**src/rtl/mem_port_arbiter.sv**
```systemverilog
// mem_port_arbiter: shares one SRAM-like bus port between instruction fetch and
// the MEM-stage load/store path. Only one transaction is outstanding at a time.
//
// Ports:
//   clk, rst                   clock, synchronous active-high reset
//   inst_req/inst_addr         fetch request (held until inst_addr_ok)
//   inst_addr_ok/inst_data_ok  fetch accept pulse / fetch data valid pulse
//   inst_rdata                 fetched word (valid with inst_data_ok)
//   data_req/wr/size/addr      MEM-stage request (held until data_addr_ok)
//   data_wdata/data_wstrb      lane-aligned store data and byte enables
//   data_addr_ok/data_data_ok  data accept pulse / load data or store done pulse
//   data_rdata                 load word (valid with data_data_ok)
//   bus_*                      registered bus request side, handshake inputs
//   busy                       a transaction is in progress
//
// A store whose byte enables are all zero (suppressed by an exception) is
// retired locally through StLocal and never reaches the bus.
module mem_port_arbiter (
  input  logic        clk,
  input  logic        rst,
  input  logic        inst_req,
  input  logic [31:0] inst_addr,
  output logic        inst_addr_ok,
  output logic        inst_data_ok,
  output logic [31:0] inst_rdata,
  input  logic        data_req,
  input  logic        data_wr,
  input  logic [1:0]  data_size,
  input  logic [31:0] data_addr,
  input  logic [31:0] data_wdata,
  input  logic [3:0]  data_wstrb,
  output logic        data_addr_ok,
  output logic        data_data_ok,
  output logic [31:0] data_rdata,
  output logic        bus_req,
  output logic        bus_wr,
  output logic [1:0]  bus_size,
  output logic [31:0] bus_addr,
  output logic [31:0] bus_wdata,
  output logic [3:0]  bus_wstrb,
  input  logic        bus_addr_ok,
  input  logic        bus_data_ok,
  input  logic [31:0] bus_rdata,
  output logic        busy
);

  typedef enum logic [1:0] {StIdle, StAddr, StData, StLocal} state_e;

  state_e      state_q, state_d;
  logic        owner_q, owner_d;   // 0 = inst, 1 = data
  logic        last_q, last_d;     // previous winner, 0 = inst, 1 = data
  logic        wr_q, wr_d;
  logic [1:0]  size_q, size_d;
  logic [31:0] addr_q, addr_d;
  logic [31:0] wdata_q, wdata_d;
  logic [3:0]  wstrb_q, wstrb_d;

  logic grant_inst, grant_data;
  logic in_addr, resp;

  // Round robin only matters when both request: data wins unless it won last.
  always_comb begin
    grant_data = (state_q == StIdle) && data_req && (!inst_req || !last_q);
    grant_inst = (state_q == StIdle) && inst_req && !grant_data;
  end

  always_comb begin
    state_d = state_q;
    owner_d = owner_q;
    last_d  = last_q;
    wr_d    = wr_q;
    size_d  = size_q;
    addr_d  = addr_q;
    wdata_d = wdata_q;
    wstrb_d = wstrb_q;
    unique case (state_q)
      StIdle: begin
        if (grant_data) begin
          owner_d = 1'b1;
          last_d  = 1'b1;
          wr_d    = data_wr;
          size_d  = data_size;
          addr_d  = data_addr;
          wdata_d = data_wdata;
          wstrb_d = data_wstrb;
          state_d = (data_wr && (data_wstrb == 4'b0000)) ? StLocal : StAddr;
        end else if (grant_inst) begin
          owner_d = 1'b0;
          last_d  = 1'b0;
          wr_d    = 1'b0;
          size_d  = 2'd2;
          addr_d  = inst_addr;
          wdata_d = 32'h0;
          wstrb_d = 4'b0000;
          state_d = StAddr;
        end
      end
      StAddr: begin
        if (bus_addr_ok) state_d = StData;
      end
      StData: begin
        if (bus_data_ok) state_d = StIdle;
      end
      StLocal: state_d = StIdle;
      default: state_d = StIdle;
    endcase
  end

  always_ff @(posedge clk) begin
    if (rst) begin
      state_q <= StIdle;
      owner_q <= 1'b0;
      last_q  <= 1'b0;
      wr_q    <= 1'b0;
      size_q  <= 2'd0;
      addr_q  <= 32'h0;
      wdata_q <= 32'h0;
      wstrb_q <= 4'b0000;
    end else begin
      state_q <= state_d;
      owner_q <= owner_d;
      last_q  <= last_d;
      wr_q    <= wr_d;
      size_q  <= size_d;
      addr_q  <= addr_d;
      wdata_q <= wdata_d;
      wstrb_q <= wstrb_d;
    end
  end

  // Outputs are forced low while rst is high so an aborted transaction is
  // dropped in the reset cycle itself. The bus side depends on registers and
  // rst only, never on a request input.
  always_comb begin
    in_addr = (state_q == StAddr) && !rst;
    resp    = (state_q == StData) && bus_data_ok && !rst;

    bus_req   = in_addr;
    bus_wr    = in_addr && wr_q;
    bus_size  = in_addr ? size_q : 2'd0;
    bus_addr  = in_addr ? addr_q : 32'h0;
    bus_wdata = in_addr ? wdata_q : 32'h0;
    bus_wstrb = in_addr ? wstrb_q : 4'b0000;

    inst_addr_ok = grant_inst && !rst;
    data_addr_ok = grant_data && !rst;
    inst_data_ok = resp && !owner_q;
    data_data_ok = (resp && owner_q) || ((state_q == StLocal) && !rst);
    inst_rdata   = (resp && !owner_q) ? bus_rdata : 32'h0;
    data_rdata   = (resp && owner_q) ? bus_rdata : 32'h0;

    busy = (state_q != StIdle) && !rst;
  end

endmodule

```
**config.mk**
```make
export PLATFORM = sky130hd
export DESIGN_NAME = mem_port_arbiter
export DESIGN_NICKNAME = d
export VERILOG_FILES = /design/src/rtl/mem_port_arbiter.sv
export SDC_FILE = /design/constraint.sdc
export NUM_CORES = 1
export LEC_CHECK = 0
export ABC_AREA = 1
export BUFFER_PORTS_ARGS = -buffer_cell sky130_fd_sc_hd__buf_2
export CORE_AREA = 2 2 119 121
export CTS_CLUSTER_DIAMETER = 200
export DETAILED_ROUTE_END_ITERATION = 7
export DIE_AREA = 0 0 121 123
export PLACE_DENSITY = 0.69
export SLEW_MARGIN = 10
export SYNTH_ARGS = -nofsm -noshare
export SYNTH_HDL_FRONTEND = slang
export SYNTH_SLANG_ARGS = --single-unit
```
**constraint.sdc**
```tcl
create_clock -name clk -period 1.33 [get_ports clk]
set_input_delay 0.133 -clock clk [delete_from_list [all_inputs] [get_ports clk]]
set_output_delay 0.133 -clock clk [all_outputs]
set_load 0.02 [all_outputs]
```
# Word-level counts from Yosys, hierarchy flattened
# Index checks and enable logic that the tools add are counted.
[op_classes] mux=23 n_reduce_logical=27 eq_ne=6
[op_table] operator="two-way mux 32 bit" count=8
[op_table] operator="two-way mux 2 bit" count=8
[op_table] operator="logical AND 1 bit" count=15
[op_table] operator="two-way mux 4 bit" count=3
[op_table] operator="one-hot mux 2 bit (4 select lines)" count=1
[op_table] operator="equality test 2 bit (second input constant)" count=2
[op_table] operator="zero test 1 bit" count=4
[op_table] operator="zero test 4 bit" count=1
[op_table] operator="inequality test 2 bit (second input constant)" count=2
[op_table] operator="nonzero test 2 bit" count=2
[op_table] operator="two-way mux 1 bit" count=3
[op_table] operator="inequality test 3 bit (second input constant)" count=1
[op_table] operator="AND reduction 3 bit" count=1
[op_table] operator="equality test 2 x 1 -> 1 bit (second input constant)" count=1
[op_table] operator="zero test 2 bit" count=1
[op_table] operator="logical OR 1 bit" count=2
[op_table] operator="AND reduction 2 bit" count=1
[totals] regBits=74 word_cells=63 output_inout_bits=141 inputBits=141

# Logic depth before layout (Yosys ltp)
# Gate-level depths: netlist of the first run.
[depth] ltp_word=8 depth_mapped=9 mapped_depth_nobuf=7

# Worst setup path before layout of the first run
# No wires, ideal clock.
[synth_path] path_kind="register to output" start="register state_q[1]" end="output port bus_addr[0]" path_slack_ns=-0.273 arrival_ns=1.470 path_buffers=1 stages_incl_launch_ff=7 t_required_ns=1.197 cell_sequence="dfxtp_1 -> inv_1 -> nand2_1 -> nor2_1 -> inv_2 -> clkbuf_1 -> nor2_1"
[synth_between] elab_chain_cells=3
[synth_lines] element="start, declared" line="49" source="state_e state_q, state_d;"
[synth_lines] element="start signal, assigned" line="111" source="state_q <= StIdle;"
[synth_lines] element="start signal, assigned" line="120" source="state_q <= state_d;"
[synth_lines] element="equality test 2 x 1 -> 1 bit" line="135" source="in_addr = (state_q == StAddr) && !rst;"
[synth_lines] element="logical AND 1 bit" line="135"
[synth_lines] element="via bus_req" line="35" source="output logic bus_req,"
[synth_lines] element="two-way mux 32 bit" line="141" source="bus_addr = in_addr ? addr_q : 32'h0;"
[synth_lines] element="end, declared" line="38" source="output logic [31:0] bus_addr,"
# The timed path passes the listed nets, and every way through them passes these cells.

# Worst setup path after layout of the first run
[layout_path] start="register state_q[0]" end="output port inst_rdata[22]"
[layout_between] elab_chain_cells=5
[layout_lines] element="equality test 2 bit" line="136" source="resp = (state_q == StData) && bus_data_ok && !rst;"
[layout_lines] element="logical AND 1 bit (2 in series)" line="136"
[layout_lines] element="logical AND 1 bit" line="149" source="inst_rdata = (resp && !owner_q) ? bus_rdata : 32'h0;"
[layout_lines] element="two-way mux 32 bit" line="149"
[layout_lines] element="end, declared" line="25" source="output logic [31:0] inst_rdata,"
# No other way between the ends.

==> impl_metrics.ini, run 1 <==
[global_routing]
track_usage_pct = 21.3
grt_max_degree = 38
antenna_found_initial = 0
grt_pass1_wl_mm = 25.0
grt_pass1_vias = 5005
grt_overflow = 0

[clocking]
clk_path_buf_depth = 2
cts_sinks = 74
cts_tree = yes
cts_buffers = 9
clk_latency_ns = 0.33
clockRootBuffer = clkbuf_16
htreeDepth = 3
path_clk_slew_ns = 0.07

[timing]
tightest_slew_ns = 0.497
fin_crit_ns = 1.72
max_slew_margin_pct = 66.8
finalSetupViolations = 215
period_share_pct = 129
worst_slack_ns = -0.387
finalMaxSlewViolations = 0
grt_setup_unrepaired = yes
fin_setup_tns_ns = -58.27
finalClockSkew_ns = 0.0126
fmax_mhz = 582
hold_viol = 0

[yosys]
synthCells = 671
yosys_warnings = 0
seq_area_frac_synth_pct = 37.0
syn-mean-instance-area_um2 = 5.97
synth_cell_types = 18
ys_ff_latch = 74
syn_area_mm2 = 0.00401
syn_nets = 812

[outcome]
status = finished, violations left
violations = setup timing

[cells_and_area]
num_antenna_cells = 0
area_delta_synth_final_pct = 118
drive_above_1_share_pct = 56.0
final_util_pct = 64.2
num-nets-final = 1149
fin_area_mm2 = 0.00873

[power]
vdd_drop_max_mv = 0.620
p_total_uw = 8280
p_per_area_mw_per_mm2 = 948
p_leak_uw = 0.00410

[drt]
routed_wirelength_mm = 19.0
firstDrtPassIters = 4
vias = 5500
drc = 0
routedWlPerCell_um = 15.9
dr.first_iter.drc_count = 201
drtAntennaViolNets = 0
viasPerCell = 4.61

[critical_path]
worstPathMaxFanout = 7
critPathKind = flip-flop to primary output
required_ns = 1.20
rrSetupSlack_ns = -0.28
crit_path_start_kind = flip-flop
cp-end-kind = primary output
r2r_cells = 11
worstPathArrival_ns = 1.58

[floorplanning]
std_cell_rows = 43
initial_utilization_pct = 29.4
dieArea_mm2 = 0.0149
die_h_um = 123
core_region_area_mm2 = 0.0136
ioPinCount = 282
fp.dieW_um = 121

[job]
cap_violations = 0

[placement]
placed_cell_area_mm2 = 0.00632
gp_congestion = 0.810
port_buffers = 281
dpl.hpwl_mm = 11.2

[min_path]
whs_path_depth = 3
min_path_type = input pin to flip-flop
power breakdown:
part	total [uW]	internal (uW)	switching, uW
clock network	2660	1660	1000
registers	2590	2480	111
logic	3020	1310	1710
total	8280	5460	2820
synthesized netlist by cell type (all sizes together):
library cell	instances	share of area [%]
a21oi	3	0.37
buf	22	3.5
clkbuf	19	1.8
dfxtp	74	37
inv	116	11
nand2	151	14
nand3	4	0.62
nand3b	2	0.37
nor2	208	20
nor3	1	0.12
o21ai	33	4.1
o31ai	38	7.1
area by class of cell:
type / instances / area (um^2)
fill: 1086 / 4880
timing repair buffer: 367 / 3200
multi-input combinational: 440 / 3030
sequential: 74 / 1490
inverter: 116 / 455
clock buffer: 9 / 225
tap: 180 / 225
clock inverter: 7 / 101
worst max-delay path: stages, from the launching register on:
cell and delay, ns:
dfxtp_2 0.34, inv_2 0.07, nand3_2 0.08, nor2_4 0.15
nand2_4 0.14, buf_4 0.19, nor2_2 0.13, buf_4 0.17
routing by layer:
layer / GRT usage [%] / wire length (um) / vias to the layer above
li1: - / - / 2681
met1: 22.1 / 6810 / 2522
met2: 40.3 / 10200 / 249
met3: 4.94 / 1300 / 48
met4: 10.6 / 695 / 0
met5: 0 / 0 / -
kinds of logic (layout without fill, tap and decap cells):
group | count (synthesis) | in the layout | share of synthesized area, %
DFF | 74 | 74 | 37.0
AOI/OAI and AO/OA | 74 | 74 | 11.6
buffers and inverters | 157 | 499 | 16.1
and+or+nand+nor | 366 | 366 | 35.3
worst paths after layout:
check,startpoint,to
setup / recovery,state_q[0],inst_rdata[22]
hold / removal,data_wdata[18],wdata_q[18]
setup reg to reg,state_q[1],wdata_q[27]
hold reg to reg,wr_q,wr_q
cell usage in the layout (no fill, tap or decap), types with 2 or more instances in the layout:
cell           count
inv_8              3
nand2_4           20
inv_4              2
dfxtp_1           71
inv_2              3
nand3_1            2
buf_16             5
nand3b_1           2
bufinv_16          2
buf_4             94
o31ai_1           27
nor2_1            77
nor2_4           107
a21oi_1            3
o31ai_2           10
buf_12            14
o21ai_0           32
nor2_2            24
clkbuf_16         17
nand2_2           24
buf_2            143
dlygate4sd3_1     17
nand2_1          106
inv_1            109
buf_8              7
buf_6             79
dfxtp_2            2
what timing repair did:
action                                  in CTS  in global routing
pin swaps                                    9                 33
gates cloned                                 5                 10
hold buffers                                16                  1
buffers inserted                            14                  9
hold endpoints to repair                    16                  1
endpoints found under the setup margin     207                215
resized for setup                          276                162
stage by stage:
step                      std cells  hold WS (ns)  setup slack (ns)
after floorplan                 671         0.246           -0.0225
after global placement         1124         0.330           -0.0663
after detailed placement       1124         0.335            -0.121
after CTS                      1175     0.0000225            -0.376
after global routing           1193       0.00530            -0.451
final                          1193       0.00479            -0.387
state kept, by name, summed over array words and instances, names as in the netlist:
signal and cells:
wr_q 1, last_q 1, addr_q 32, wdata_q 32, size_q 2, state_q 2, wstrb_q 4
(Power assumes the default switching activity.)
==> run 2: changes to the inputs <==
Settings changed: GPL_TIMING_DRIVEN set to 1, MAX_ROUTING_LAYER set to met4.
==> impl_metrics.ini, run 2 (synthesized netlist as in run 1, its figures left out) <==
[outcome]
status = finished, violations left
violations = setup timing

[drt]
routedWlPerCell_um = 16.0
firstDrtPassIters = 4
dr.first_iter.drc_count = 242
drtAntennaViolNets = 0
viasPerCell = 4.63
drc = 0
routed_wirelength_mm = 19.1
vias = 5524

[floorplanning]
core_region_area_mm2 = 0.0136
initial_utilization_pct = 29.4
std_cell_rows = 43
ioPinCount = 282
fp.dieW_um = 121
die_h_um = 123
dieArea_mm2 = 0.0149

[critical_path]
cp-end-kind = primary output
crit_path_start_kind = flip-flop
critPathKind = flip-flop to primary output
rrSetupSlack_ns = -0.28
required_ns = 1.20
worstPathMaxFanout = 7
worstPathArrival_ns = 1.59

[timing]
finalMaxSlewViolations = 0
max_slew_margin_pct = 66.5
hold_viol = 0
tightest_slew_ns = 0.502
fin_crit_ns = 1.72
period_share_pct = 129
fin_setup_tns_ns = -58.65
grt_setup_unrepaired = yes
finalClockSkew_ns = 0.0113
worst_slack_ns = -0.392
fmax_mhz = 581
finalSetupViolations = 215

[clocking]
clk_latency_ns = 0.33
htreeDepth = 3
cts_sinks = 74
cts_tree = yes
clk_path_buf_depth = 2
clockRootBuffer = clkbuf_16
cts_buffers = 9
path_clk_slew_ns = 0.07

[placement]
place_ws_ns = -0.121
dpl.hpwl_mm = 11.2
dp.cells = 1124
gp_congestion = 0.822
port_buffers = 281
placed_cell_area_mm2 = 0.00632

[cells_and_area]
num_antenna_cells = 0
layout_common_cells = buf_2, inv_1, nor2_4, nand2_1, buf_4
final_common_cell = buf_2
drive_above_1_share_pct = 56.2
num-nets-final = 1149
num-fill-cells = 1087
area_delta_synth_final_pct = 118
fin_area_mm2 = 0.00874
reg_top3 = addr_q (32), wdata_q (32), wstrb_q (4)
fin_cells = 1193
final_util_pct = 64.2

[power]
vdd_drop_max_mv = 0.616
p_per_area_mw_per_mm2 = 949
p_leak_uw = 0.00409

[global_routing]
grt_pass1_vias = 5005
antenna_found_initial = 0
track_usage_pct = 22.0
grt_max_degree = 38
grt_pass1_wl_mm = 25.0
grt_overflow = 0

[job]
cap_violations = 0

[min_path]
min_path_type = input pin to flip-flop
-- run 2: cell counts in the layout (fill, tap and decap cells not counted) --
No cell type changed its count.
-- run 2: layer usage --
layer	share of wire [%]	wire, um	vias to the layer above	GRT usage [%]
li1	-	-	2688	-
met1	37	7010	2533	22.4
met2	54	10200	250	40.2
met4	4.0	766	0	10.6
met5	0	0	-	-
met3	5.7	1090	53	4.38
-- run 2: area by class of cell --
cell class                      instances  area, um^2  share of cell area, %
Sequential cell                        74        1490                   17.0
Clock inverter                          7         101                   1.16
Timing Repair Buffer                  367        3210                   36.7
Tap cell                              180         225                   2.58
Inverter                              116         455                   5.21
Clock buffer                            9         225                   2.58
Multi-Input combinational cell        440        3030                   34.7
-- run 2: final timing paths --
path                                     start             end  depth (start not counted)
worst max register to register      state_q[1]     wdata_q[27]                         11
worst min-delay path            data_wdata[18]     wdata_q[18]                          3
worst max-delay path                state_q[0]  inst_rdata[22]                          7
worst min register to register            wr_q            wr_q                          2
-- run 2: metrics by stage --
| stage | power, uW | hold slack [ns] |
|---|---|---|
| final | 8290 | 0.00491 |
| after global routing | 8690 | 0.00570 |
| after CTS | 7690 | 0.0000225 |
| after detailed placement | 4670 | 0.335 |
| after global placement | 4650 | 0.330 |
| after floorplan | 3990 | 0.246 |
-- run 2: timing repair --
item	4_1_cts	5_1_grt
hold buffers	16	1
buffers inserted	14	9
gates resized for setup	276	164
pin swaps	9	35
gates cloned	5	10
setup endpoints to repair	207	215
endpoints found under the hold margin	16	1
-- run 2: where the power goes --
group          internal [uW]  switching [uW]  total (uW)
logic                   1320            1720        3040
registers               2480             110        2590
clock network           1660            1000        2660
total                   5460            2830        8290
-- run 2: worst max-delay path, stage by stage, from the launching register on --
cell	delay (ns)
dfxtp_2	0.34
inv_2	0.07
nand3_2	0.08
nor2_4	0.15
nand2_4	0.14
buf_4	0.19
nor2_2	0.13
buf_4	0.17
==> run 3: changes to the inputs <==
Settings changed: CORE_AREA 2 2 119 121 to 2 2 109 111, DIE_AREA 0 0 121 123 to 0 0 111 113, PLACE_DENSITY 0.69 to 0.79, TNS_END_PERCENT set to 5.
==> impl_metrics.ini, run 3 (synthesized netlist as in run 1, its figures left out) <==
[critical_path]
rrSetupSlack_ns = 0
critPathKind = flip-flop to primary output
worstPathArrival_ns = 1.59
r2r_cells = 8
crit_path_start_kind = flip-flop
r2r_start = state_q[0]
cp-end-kind = primary output
regToRegEndpoint = wdata_q[26]
worstPathMaxFanout = 8
required_ns = 1.20

[placement]
dp.cells = 1087
dpl.hpwl_mm = 11.0
port_buffers = 281
gp_congestion = 0.856
placed_cell_area_mm2 = 0.00631

[clocking]
path_clk_slew_ns = 0.05
htreeDepth = 3
cts_tree = yes
clockRootBuffer = clkbuf_16
clk_path_buf_depth = 2
clk_latency_ns = 0.33
cts_sinks = 74
cts_buffers = 9

[floorplanning]
core_region_area_mm2 = 0.0113
ioPinCount = 282
dieArea_mm2 = 0.0125
initial_utilization_pct = 35.5
die_h_um = 113
fp.dieW_um = 111
std_cell_rows = 39

[global_routing]
grt_pass1_vias = 5129
met1_usage_pct = 25.0
met3_usage_pct = 4.77
grt_max_degree = 49
use_met2_pct = 46.4
antenna_found_initial = 0
grt_overflow = 0
track_usage_pct = 24.8
grt_pass1_wl_mm = 24.5
busiest_layer = met2

[timing]
worst_slack_ns = -0.393
finalClockSkew_ns = 0.0106
hold_slack_ns = 0.00863
finalMaxSlewViolations = 0
hold_viol = 0
tightest_slew_ns = 0.420
fin_crit_ns = 1.72
max_slew_margin_pct = 72.0
period_share_pct = 130
finalSetupViolations = 142
grt_setup_unrepaired = yes
fmax_mhz = 580

[min_path]
worstHoldStart = data_size[0]
holdPathEnd = size_q[0]
whs_path_depth = 3
min_path_type = input pin to flip-flop

[drt]
drc = 0
routedWlPerCell_um = 15.3
drtAntennaViolNets = 0
viasPerCell = 4.73
routed_wirelength_mm = 17.4
firstDrtPassIters = 4
dr.first_iter.drc_count = 389
vias = 5355

[job]
cap_violations = 0

[power]
vdd_drop_max_mv = 0.532
p_per_area_mw_per_mm2 = 915
p_leak_uw = 0.00377
p_total_uw = 7300

[cells_and_area]
fin_area_mm2 = 0.00797
final_util_pct = 70.7
area_delta_synth_final_pct = 99.0
drive_above_1_share_pct = 49.6
reg_top3 = addr_q (32), wdata_q (32), wstrb_q (4)
num-nets-final = 1126
final_common_cell = nand2_1
layout_common_cells = nand2_1, buf_2, inv_1, nor2_4, buf_4
fin_cells = 1133
num_antenna_cells = 0

[outcome]
status = finished, violations left
violations = setup timing
## run 3: cell count changes in the layout (fill, tap and decap cells not counted), sizes merged
cell | before | now
dlygate4sd3 | 17 | 15
buf | 342 | 324
clkinvlp | 1 | 2
inv | 118 | 117
clkbuf | 17 | 15
bufinv | 2 | 0
clkinv | 2 | 3
## run 3: critical path, stage by stage, from the launching register on
cell and delay [ns]:
dfxtp_4 0.37, inv_4 0.07, nand2_4 0.05, nor2_4 0.17
inv_8 0.08, buf_12 0.15, buf_16 0.15, nor2_4 0.10
buf_6 0.13
## run 3: metal layers
| metal | vias up | wire length [um] | part of all wire (%) |
|---|---|---|---|
| met2 | 268 | 9050 | 52 |
| li1 | 2627 | - | - |
| met3 | 69 | 1200 | 6.9 |
| met1 | 2391 | 6310 | 36 |
| met5 | - | 0 | 0 |
| met4 | 0 | 811 | 4.7 |
## run 3: how the worst max path moves through the flow
stage | end | slack [ns] | cells after the start | start
floorplan | inst_rdata[22] | -0.02 | 6 | state_q[0]
global placement | bus_wstrb[3] | -0.05 | 7 | state_q[1]
detailed placement | bus_addr[19] | -0.1 | 7 | state_q[1]
CTS | bus_wdata[23] | -0.40 | 8 | state_q[1]
global route | inst_rdata[24] | -0.51 | 7 | state_q[0]
finish | bus_addr[22] | -0.39 | 8 | state_q[1]
## run 3: layout make-up
| cell class | instances | area, um^2 |
|---|---|---|
| multi-input combinational | 440 | 2750 |
| fill | 845 | 3300 |
| clock inverter | 5 | 37.5 |
| tap | 143 | 179 |
| clock buffer | 11 | 243 |
| sequential | 74 | 1490 |
| inverter | 116 | 450 |
| timing repair buffer | 343 | 2810 |
| timing repair inverter | 1 | 11.3 |
## run 3: power by group
group / internal, uW / switching, uW / total, uW
Sequential: 2480 / 121 / 2600
Combinational: 963 / 1460 / 2420
Clock: 1320 / 951 / 2270
Total: 4760 / 2530 / 7300
## run 3: what timing repair did
action | CTS | global route
cloned | 3 | 6
endpoints found under the hold margin | 15 | 0
buffers inserted | 4 | 3
resized for setup | 153 | 174
pin swaps | 2 | 6
setup endpoints to repair | 168 | 204
hold buffers | 15 | 0
## run 3: stage by stage
step	setup WS (ns)	TNS, ns
after floorplan	-0.0225	-1.61
after global placement	-0.0483	-2.07
after detailed placement	-0.0982	-6.57
after CTS	-0.400	-44.16
after global routing	-0.509	-55.71
final	-0.393	-42.35
